<file path="config.mk">
export PLATFORM = sky130hd
export DESIGN_NAME = shift_right_sequencer
export DESIGN_NICKNAME = d
export VERILOG_FILES = /design/src/rtl/shift_right_sequencer_pkg.sv /design/src/rtl/shift_right_sequencer_stage.sv /design/src/rtl/shift_right_sequencer.sv
export SDC_FILE = /design/constraint.sdc
export NUM_CORES = 1
export LEC_CHECK = 0
export BUFFER_PORTS_ARGS = -buffer_cell sky130_fd_sc_hd__clkbuf_2
export CAP_MARGIN = 5
export CELL_PAD_IN_SITES_DETAIL_PLACEMENT = 0
export CELL_PAD_IN_SITES_GLOBAL_PLACEMENT = 1
export CORE_UTILIZATION = 42
export DETAILED_ROUTE_END_ITERATION = 7
export PLACE_DENSITY_LB_ADDON = 0.1
export REMOVE_ABC_BUFFERS = 1
export SYNTH_ARGS = -nofsm -noshare
export SYNTH_HDL_FRONTEND = slang
export SYNTH_SLANG_ARGS = --single-unit
</file>
<file path="constraint.sdc">
create_clock -name clk -period 3.1 [get_ports clk]
set_input_delay 0.155 -clock clk [delete_from_list [all_inputs] [get_ports clk]]
set_output_delay 0.155 -clock clk [all_outputs]
set_load 0.005 [all_outputs]
</file>
<file path="src/rtl/shift_right_sequencer_pkg.sv">
// Shared defaults and FSM state encoding for the shift-right sequencer.
package shift_right_sequencer_pkg;

    localparam int WIDTH_DEF = 6;
    localparam int CNT_W_DEF = 3;

    typedef enum logic [1:0] {
        IDLE  = 2'b00,
        SHIFT = 2'b01,
        DONE  = 2'b10
    } state_e;

endpackage

</file>
<file path="src/rtl/shift_right_sequencer_stage.sv">
// One-position right shift with an explicit fill bit for the vacated MSB.
module shift_right_stage #(
    parameter int WIDTH = 6
) (
    input  logic [WIDTH-1:0] data_i,
    input  logic             fill_i,
    output logic [WIDTH-1:0] data_o
);

    assign data_o = {fill_i, data_i[WIDTH-1:1]};

endmodule

</file>
<file path="src/rtl/shift_right_sequencer.sv">
// Multi-cycle right shifter: one bit per clock, N shifts per operation.
// Define SHIFT_ARITH_EN to add the arith port (sign fill); default is logical.
module shift_right_sequencer
    import shift_right_sequencer_pkg::*;
#(
    parameter int WIDTH = WIDTH_DEF,
    parameter int CNT_W = CNT_W_DEF
) (
    input  logic             clk,
    input  logic             rst,
    input  logic             start,
    input  logic [WIDTH-1:0] A,
    input  logic [CNT_W-1:0] N,
`ifdef SHIFT_ARITH_EN
    input  logic             arith,
`endif
    output logic [WIDTH-1:0] Y,
    output logic             busy,
    output logic             done
);

    state_e           state_q, state_d;
    logic [WIDTH-1:0] work_q, work_d;
    logic [CNT_W-1:0] cnt_q, cnt_d;
    logic             fill_q, fill_d;
    logic [WIDTH-1:0] y_q, y_d;
    logic [WIDTH-1:0] shifted;
    logic             fill_in;

`ifdef SHIFT_ARITH_EN
    assign fill_in = arith & A[WIDTH-1];
`else
    assign fill_in = 1'b0;
`endif

    shift_right_stage #(
        .WIDTH (WIDTH)
    ) u_stage (
        .data_i (work_q),
        .fill_i (fill_q),
        .data_o (shifted)
    );

    always_comb begin
        state_d = state_q;
        work_d  = work_q;
        cnt_d   = cnt_q;
        fill_d  = fill_q;
        y_d     = y_q;
        unique case (state_q)
            IDLE: begin
                if (start) begin
                    work_d = A;
                    cnt_d  = N;
                    fill_d = fill_in;
                    if (N == '0) begin
                        state_d = DONE;
                        y_d     = A;
                    end else begin
                        state_d = SHIFT;
                    end
                end
            end
            SHIFT: begin
                work_d = shifted;
                cnt_d  = cnt_q - CNT_W'(1);
                // Last shift lands directly in Y as we enter DONE
                if (cnt_q == CNT_W'(1)) begin
                    state_d = DONE;
                    y_d     = shifted;
                end
            end
            DONE: begin
                state_d = IDLE;
            end
            default: begin
                state_d = IDLE;
            end
        endcase
    end

    always_ff @(posedge clk) begin
        if (rst) begin
            state_q <= IDLE;
            work_q  <= '0;
            cnt_q   <= '0;
            fill_q  <= 1'b0;
            y_q     <= '0;
        end else begin
            state_q <= state_d;
            work_q  <= work_d;
            cnt_q   <= cnt_d;
            fill_q  <= fill_d;
            y_q     <= y_d;
        end
    end

    assign Y    = y_q;
    assign busy = (state_q == SHIFT);
    assign done = (state_q == DONE);

endmodule

</file>
Yosys cells after proc, flatten, opt, wreduce, memory -nomap -nowiden
Index checks and enable logic that the tools add are counted.

Register bits after elaboration: 17. Input bits: 12. Output and inout port bits: 8. Logic and storage cells: 29.

Add/sub/neg operators: 1. Equality and inequality tests: 6. Multiplexer cells: 12. Reductions and logical operators: 6.

Operator list (number): 6-bit two-way mux (4); 6-bit case mux with 2 select lines (2); 2-bit two-way mux (3); 3-bit case mux with 2 select lines (1); 2-bit != test (second input constant) (2); 2-bit case mux with 2 select lines (1); 2-bit AND reduction (2); 4-bit AND reduction (1); 3-bit by 1-bit equality test with 1-bit output (second input constant) (1); 3-bit zero test (1); 3-bit two-way mux (1); 3-bit by 1-bit subtractor with 3-bit output (second input constant) (1); 2-bit by 1-bit equality test with 1-bit output (second input constant) (1); 2-bit equality test (second input constant) (1); 2-bit zero test (1); 2-bit by 1-bit != test with 1-bit output (second input constant) (1); 2-bit nonzero test (1).

Logic depth before layout (Yosys ltp)
Gate-level depths: netlist of the first run.

Depth in word-level cells: 4. Gate-level depth with buffers: 6.

Modules after synthesis
A second synthesis of the first run with hierarchy kept.

Cell total of the unflattened synthesis: 95. Area total of the unflattened synthesis: 865.8 um2.

By module, submodules not included: shift_right_sequencer (times used 1, cells each 89, area each 820.8 um2, seq. area each 340.3 um2); shift_right_stage (times used 1, cells each 6, area each 45.0 um2, seq. area each 0.0 um2).

Least setup slack after synthesis of the first run
No wires, ideal clock.

Path type: reg2reg. From: register cnt_q[1]. To: register y_q[3], in the netlist Y[3]. Setup time: 80 ps. Data arrival time: 1201 ps. Data required time: 3020 ps. Slack: 1819 ps. Stages on the path, launching flop included: 7. Buffers on the path: 1. Clock period less this slack: 1281 ps. Path through: dfxtp_1 > inv_1 > ha_1 > nor4bb_1 > buf_2 > a21o_4 > a211oi_2.

Cells in the longest elaborated chain, start to end: 3.

RTL lines: start: declaration (line shift_right_sequencer.sv:24) `logic [CNT_W-1:0] cnt_q, cnt_d;`; start signal: assignment (line shift_right_sequencer.sv:92) `cnt_q <= cnt_d;`; 3-bit by 1-bit equality test with 1-bit output (line shift_right_sequencer.sv:68) `if (cnt_q == CNT_W'(1)) begin`; 2-bit by 1-bit != test with 1-bit output (no line); 4-bit AND reduction (no line); end signal: assignment (line shift_right_sequencer.sv:94) `y_q <= y_d;`; end: declaration (line shift_right_sequencer.sv:26) `logic [WIDTH-1:0] y_q, y_d;`.

No other way between the ends. A chain may end at the register's enable or synchronous reset.

Worst setup path in the final report of the first run
From: register state_q[0]. To: output port busy.

Cells in the longest elaborated chain, start to end: 1.

RTL lines: start: declaration (line shift_right_sequencer.sv:22) `state_e state_q, state_d;`; start signal: assignment (line shift_right_sequencer.sv:90) `state_q <= state_d;`; 2-bit by 1-bit equality test with 1-bit output (line shift_right_sequencer.sv:99) `assign busy = (state_q == SHIFT);`; end: declaration (line shift_right_sequencer.sv:18) `output logic busy,`.

No other way between the ends.

==> impl_metrics.toml, run 1 <==
[critical_path]
cp-start-kind = "flip-flop"
r2r_cells = 6
critPathArrivalTime_ps = 1530
critical_path_class = "flip-flop to primary output"
critPathRequiredTime_ps = 2940
crit-reg2reg-launch = "cnt_q[1]"
crit_start = "state_q[0]"
cp-end-kind = "primary output"
worst-path-max-fanout = 11

[logic_synthesis]
async_flop_share_pct = 0
synthCells = 83
yosys.area.top_type_share_pct = 38.2
yosysWarnings = 0
seq_area_frac_synth_pct = 38.2
synth_area_leader_cell = "dfxtp_1"
synth.most_common_cell = "dfxtp_1"
ys_top_cells_by_area = "dfxtp_1, a211oi_1, a211oi_2, mux2i_1, buf_6"
synth_edf_count = 0
netlist_top_cells_count = "dfxtp_1, a211oi_1, a21oi_1"
synth_seq_cells = 16
yosysUniqueCellTypes = 30
syn-cell-area_sq_um = 838
syn-mean-instance-area_sq_um = 10.1
synth_ff_type = "dfxtp_1"

[route]
drt-initial-drc-count = 9
avgRoutedWirePerCell_um = 13.1
vias_per_cell = 5.22
dr.pass1.iters = 3
drtAntennaViolNets = 0
drt_wl_total_mm = 1.64
drc = 0
dr_total_vias = 653

[sta]
max_slew_margin_pct = 67.8
period_minus_slack_ps = 1680
max_freq_ghz = 0.594
setup-violations-final = 0
skew_ps = 2.89
worstMarginPinSlew_ps = 477
rsz0062_at_grt = "false"
drv_slew = 0
hold_viol_final = 0
tns_ps = 0
finalCritPeriodShare_pct = 54.3

[grt]
grt_max_degree = 17
grtUsageTotal_pct = 17.5
antenna_found_initial = 0
grt-ovfl-total = 0
first_global_vias = 595
grt_pass1_wl_mm = 2.62

[clock_network]
clkTransAtPathRegs_ps = 90
numCtsBuffers = 3
cts_tree = "done"
htree_num_levels = 1
cts_root_buffer = "clkbuf_4"
clk_latency_ps = 290
post_cts_buffers = 0
clkSinkCount = 16
postCtsHoldBufs = 0
ctsResizeCount = 0
clockBufferDepth = 2

[cells_and_area]
nFillCells = 180
final_cell_area_sq_um = 947
syn_to_final_growth_pct = 13.0
drive_gt1_share_pct = 33.0
final_nets = 116
diodes = 0
final_util_pct = 52.6

[die]
die_h_um = 46.7
rows = 15
coreArea_sq_um = 1800
dieArea_sq_um = 2180
initial_core_util_pct = 46.5
num_io_pins = 20
die_x_um = 46.7

[pwr]
pwr_density_cell_nw_per_um2 = 479
total_power_mw = 0.454
p_leak_nw = 0.399
ir_drop_v = 0.000212

[place]
gp_congestion = 0.704
dp_hpwl_mm = 1.21
port_buffers = 19
placedInstanceArea_sq_um = 925

[hold_path]
worstHoldStart = "A[5]"
holdPathStages = 3
hp-class = "input pin to flip-flop"

[status]
status = "completed"

[run]
cap_violations = 0
kinds of logic after synthesis:
| logic type | count (synthesis) | share of synthesized area [%] |
|---|---|---|
| AOI/OAI and AO/OA | 28 | 27.3 |
| and+or+nand+nor | 21 | 17.6 |
| DFF | 16 | 38.2 |
| buffers and inverters | 11 | 7.91 |
| muxes | 5 | 5.97 |
| adders and majority gates | 2 | 2.98 |
state kept, by name (all words and copies together) (netlist names):
name     flops
state_q      2
cnt_q        3
work_q       5
Y            6
cell usage in the layout (no fill, tap or decap), drive strengths merged, types with 2 or more instances in the layout:
cell type and n:
clkbuf 22, dfxtp 16, a211oi 16, a21oi 6, mux2i 5, nor2 5, inv 5, nand2b 3
nor3 3, nor4bb 2, ha 2
routing by layer:
metal  track usage (%)  wire, um
met1              23.0       838
met2              26.9       721
met3              5.88        67
met4              5.14        15
met5                 0         0
report_power, final:
group | switching (mW) | leakage (nW) | internal, mW
Combinational | 0.0566 | 0.254 | 0.0479
Sequential | 0.0157 | 0.132 | 0.225
Clock | 0.0639 | 0.0138 | 0.0452
stage by stage:
| step | cells | setup WS (ps) | hold slack (ps) |
|---|---|---|---|
| floorplan | 77 | 1480 | 220 |
| global placement | 122 | 1510 | 420 |
| detailed placement | 122 | 1540 | 420 |
| CTS | 125 | 1400 | 109 |
| global route | 125 | 1290 | 125 |
| finish | 125 | 1420 | 116 |
critical path, cell delays in order (launching register included):
cell and delay, ps:
dfxtp_1 550, nand2b_1 370, inv_2 190, clkbuf_2 130
final cells by class:
type,instances,area (sq um),share of cell area (%)
Inverter,5,18.8,1.98
Multi-Input combinational cell,56,452,47.7
Tap cell,25,31.3,3.30
Timing Repair Buffer,20,103,10.8
Clock buffer,3,22.5,2.38
Sequential cell,16,320,33.8
worst paths after layout:
check / to / slack (ps)
worst max-delay path: busy / 1420
worst min-delay path: Y[5] / 120
worst max register to register: Y[4] / 1510
worst min register to register: cnt_q[1] / 460
No activity file was read; power rests on OpenSTA's default activity.
==> run 2: changes to the inputs <==
--- a/config.mk
+++ b/config.mk
@@ -9,7 +9,7 @@
 export CAP_MARGIN = 5
 export CELL_PAD_IN_SITES_DETAIL_PLACEMENT = 0
 export CELL_PAD_IN_SITES_GLOBAL_PLACEMENT = 1
-export CORE_UTILIZATION = 42
+export CORE_UTILIZATION = 35
 export DETAILED_ROUTE_END_ITERATION = 7
 export PLACE_DENSITY_LB_ADDON = 0.1
 export REMOVE_ABC_BUFFERS = 1
==> constraint.sdc (replaced) <==
create_clock -name clk -period 1.5 [get_ports clk]
set_input_delay 0.075 -clock clk [delete_from_list [all_inputs] [get_ports clk]]
set_output_delay 0.075 -clock clk [all_outputs]
set_load 0.005 [all_outputs]
==> run 2 against run 1 <==
  * Design area grew 3.6%
  * Clock-buffer cell count is the same
  * Register-to-register slack lost 1400 ps
  * Sequential power grew 110%
  * Non-clock buffer count grew 4
  * Largest power group unchanged
==> impl_metrics.toml, run 2 (synthesis gave the netlist of run 1 again) <==
[route]
dr_total_vias = 672
routed-wl-met2_um = 704
drtAntennaViolNets = 0
drc = 0
avgRoutedWirePerCell_um = 12.6
wl_met3_um = 69
maxUsedRoutingLayer = "met4"
vias_per_cell = 5.09
drt_wl_total_mm = 1.66
drt-met1-wl_um = 866
drt-initial-drc-count = 8
dr.pass1.iters = 4

[clock_network]
postCtsHoldBufs = 0
htree_num_levels = 1
clk_latency_ps = 280
clkTransAtPathRegs_ps = 80
numCtsBuffers = 3
clockBufferDepth = 2
post_cts_buffers = 0
ctsResizeCount = 0
cts_root_buffer = "clkbuf_4"
cts_tree = "done"
clkSinkCount = 16

[grt]
grt_max_degree = 17
antenna_found_initial = 0
grt_pass1_wl_mm = 2.85
grt-ovfl-total = 0
grtUsageTotal_pct = 14.8
first_global_vias = 628

[status]
status = "completed"

[sta]
finalCritPeriodShare_pct = 92.4
period_minus_slack_ps = 1390
skew_ps = 2.74
drv_slew = 0
hold_viol_final = 0
max_slew_margin_pct = 73.0
worstMarginPinSlew_ps = 404
max_freq_ghz = 0.722
setup-violations-final = 0
rsz0062_at_grt = "false"

[place]
gp_congestion = 0.907
dp_hpwl_mm = 1.27
dp.cells = 129
port_buffers = 19

[die]
rows = 17
die_h_um = 50.9
die_x_um = 50.9
initial_core_util_pct = 37.5
dieArea_sq_um = 2590
coreArea_sq_um = 2230
num_io_pins = 20

[cells_and_area]
drive_gt1_share_pct = 35.6
diodes = 0
layout_common_cells = "clkbuf_2, dfxtp_1, a211oi_1"
final_util_pct = 43.9
syn_to_final_growth_pct = 17.0
stdcell_count = 132
final_nets = 120
largest_register_ffs = 6
final_common_cell = "clkbuf_2"

[pwr]
p_leak_nw = 0.419
pwr_density_cell_nw_per_um2 = 958
ir_drop_v = 0.000540

[critical_path]
cp-start-kind = "flip-flop"
critPathRequiredTime_ps = 1700
critPathArrivalTime_ps = 1590
critical_path_class = "flip-flop to flip-flop"
cp-end-kind = "flip-flop"
worst-path-max-fanout = 7

[hold_path]
hp-class = "input pin to flip-flop"

[run]
cap_violations = 0
[run 2: area by class of cell]
type                            instances  area [sq um]
Clock buffer                            3          22.5
Fill cell                             240          1250
Inverter                                5          18.8
Multi-Input combinational cell         56           452
Sequential cell                        16           320
Tap cell                               28          35.0
Timing Repair Buffer                   24           133
[run 2: power by group]
part | switching (mW) | internal [mW] | leakage (nW)
Sequential | 0.0307 | 0.464 | 0.132
Combinational | 0.121 | 0.110 | 0.273
Clock | 0.120 | 0.0930 | 0.0138
Total | 0.273 | 0.668 | 0.419
[run 2: critical path, stage by stage (launching register included)]
cell      delay, ps
dfxtp_1         320
inv_1            70
ha_1            160
nor4bb_1        290
buf_4           200
a211oi_1         60
a211oi_2        210
[run 2: final timing paths]
kind                  from       end  slack [ps]  depth (start not counted)
hold / removal        A[5]      Y[5]          40                          3
hold reg to reg   cnt_q[1]  cnt_q[1]         460                          2
setup / recovery  cnt_q[1]      Y[1]         110                          6
setup reg to reg  cnt_q[1]      Y[1]         110                          6
[run 2: per-layer routing]
| layer | up-vias | GRT usage (%) |
|---|---|---|
| li1 | 353 | - |
| met1 | 305 | 19.6 |
| met2 | 12 | 22.1 |
| met3 | 2 | 4.46 |
| met4 | 0 | 5.56 |
| met5 | - | 0 |
[run 2: through the flow]
| step | TNS, ps | hold WS (ps) | worst slack [ps] | instance area (sq um) | total power [mW] |
|---|---|---|---|---|---|
| floorplan | -765 | 140 | -120 | 791 | 0.647 |
| finish | 0 | 44.5 | 114 | 981 | 0.940 |
| global placement | 0 | 336 | 147 | 958 | 0.739 |
| detailed placement | 0 | 334 | 143 | 958 | 0.738 |
| global route | 0 | 63.2 | 8.55 | 981 | 1.00 |
| CTS | 0 | 38.2 | 116 | 981 | 0.957 |
==> run 3: changes to the inputs <==
--- a/config.mk
+++ b/config.mk
@@ -15,4 +15,5 @@
 export REMOVE_ABC_BUFFERS = 1
 export SYNTH_ARGS = -nofsm -noshare
 export SYNTH_HDL_FRONTEND = slang
+export SYNTH_HIERARCHICAL = 1
 export SYNTH_SLANG_ARGS = --single-unit
==> run 3 against run 2 <==
  * Utilization is 0.28 points higher
  * Largest power group unchanged
  * Final cell count grew 6.1%
  * Non-clock buffer count increased by 3
  * Total power rose by 18%
  * Worst hold slack better by 47 ps
  * First-iteration DRC count rose by 25%
==> impl_metrics.toml, run 3 <==
[route]
vias_per_cell = 4.79
dr.pass1.iters = 4
drtAntennaViolNets = 0
drt-initial-drc-count = 10
drt_wl_total_mm = 1.58
avgRoutedWirePerCell_um = 11.3
drc = 0
dr_total_vias = 671

[hold_path]
holdPathEnd = "cnt_q[0]"
hp-class = "input pin to flip-flop"
worstHoldStart = "N[0]"
holdPathStages = 3

[critical_path]
rrSetupSlack_ps = 50
worst-path-max-fanout = 7
cp-end-kind = "flip-flop"
r2r_cells = 7
critical_path_class = "flip-flop to flip-flop"
crit-reg2reg-launch = "cnt_q[1]"
cp-start-kind = "flip-flop"
critPathArrivalTime_ps = 1620
critPathRequiredTime_ps = 1680
r2r-end = "Y[5]"

[sta]
hold_slack_ps = 91.1
drv_slew = 0
max_freq_ghz = 0.691
setup-violations-final = 0
finalCritPeriodShare_pct = 96.5
period_minus_slack_ps = 1450
skew_ps = 7.27
hold_viol_final = 0

[clock_network]
post_cts_buffers = 0
clockBufferDepth = 2
clkTransAtPathRegs_ps = 100
cts_root_buffer = "clkbuf_4"
cts_tree = "done"
clk_latency_ps = 280
numCtsBuffers = 3
htree_num_levels = 1
clkSinkCount = 16

[die]
coreArea_sq_um = 2230
dieArea_sq_um = 2580
die_h_um = 50.8
die_x_um = 50.8
initial_core_util_pct = 37.4
num_io_pins = 20
rows = 17

[pwr]
p_int_mw = 0.788
ir_drop_v = 0.000526
pwr_density_cell_nw_per_um2 = 1130
combPwrFrac_pct = 29.0
power.share.clock_pct = 25.1
p_leak_nw = 0.460
switching_power_mw = 0.325
swShare_pct = 29.2
pwr-share-seq_pct = 45.9

[grt]
grt_max_degree = 16
grt_pass1_wl_mm = 2.70
first_global_vias = 617
antenna_found_initial = 0
grtUsageTotal_pct = 14.1
grt-ovfl-total = 0

[cells_and_area]
final_cell_area_sq_um = 987
final_util_pct = 44.2
drive_gt1_share_pct = 39.3
diodes = 0
largest_register_ffs = 6
final_nets = 127
final_common_cell = "clkbuf_2"
layout_common_cells = "clkbuf_2, dfxtp_1, nor2_1"
syn_to_final_growth_pct = 18.3

[place]
gp_congestion = 0.754
port_buffers = 19
dp_hpwl_mm = 1.23
placedInstanceArea_sq_um = 937

[logic_synthesis]
syn-cell-area_sq_um = 835
synthCells = 92
syn-mean-instance-area_sq_um = 9.07
yosysWarnings = 6

[status]
status = "completed"

[run]
cap_violations = 0
run 3: critical path, stage by stage (launching register included):
cell      delay (ps)
dfxtp_1          340
inv_1             50
ha_1             180
and4bb_1         210
o22ai_2          150
buf_6            150
nor3_1            50
a31o_2           220
run 3: area by class of cell:
| cell class | count | area (sq um) |
|---|---|---|
| flip-flops and latches | 16 | 322 |
| clock buffers | 4 | 36.3 |
| fillers | 234 | 1250 |
| multi-input cells | 57 | 402 |
| inverters | 8 | 30.0 |
| repair buffers | 27 | 163 |
| well taps | 28 | 35.0 |
run 3: worst max-delay path by stage:
stage	endpoint	slack [ps]	depth (start not counted)	from
4_1_cts	Y[5]	50	7	cnt_q[1]
3_5_place_dp	Y[5]	60	7	cnt_q[1]
5_1_grt	Y[5]	-9	7	cnt_q[1]
3_3_place_gp	Y[5]	70	7	cnt_q[1]
2_1_floorplan	Y[5]	20	6	cnt_q[1]
6_report	Y[5]	50	7	cnt_q[1]
run 3: layer usage:
| metal | track usage (%) | share of wire, % | wire, um |
|---|---|---|---|
| met5 | 0 | 0 | 0 |
| met4 | 6.94 | 0.89 | 14 |
| met3 | 1.79 | 3.2 | 50 |
| met2 | 22.0 | 46 | 728 |
| met1 | 19.0 | 50 | 785 |
run 3: repair_timing:
action	in CTS	in global routing
setup endpoints to repair	0	3
hold buffers	0	0
gates resized for setup	0	4
run 3: power groups by stage:
stage | Clock [mW] | Combinational, mW | Sequential [mW]
finish | 0.279 | 0.322 | 0.511
global route | 0.305 | 0.364 | 0.519
CTS | 0.294 | 0.320 | 0.511
detailed placement | 0 | 0.317 | 0.521
global placement | 0 | 0.319 | 0.521
floorplan | 0 | 0.185 | 0.523
run 3: per-stage QoR:
step / setup WS [ps] / instances / TNS (ps) / power [mW]
2_1_floorplan: 22.6 / 81 / 0 / 0.708
3_3_place_gp: 67.5 / 136 / 0 / 0.839
3_5_place_dp: 64.0 / 136 / 0 / 0.838
4_1_cts: 47.9 / 140 / 0 / 1.12
5_1_grt: -8.81 / 140 / -8.81 / 1.19
6_report: 52.5 / 140 / 0 / 1.11
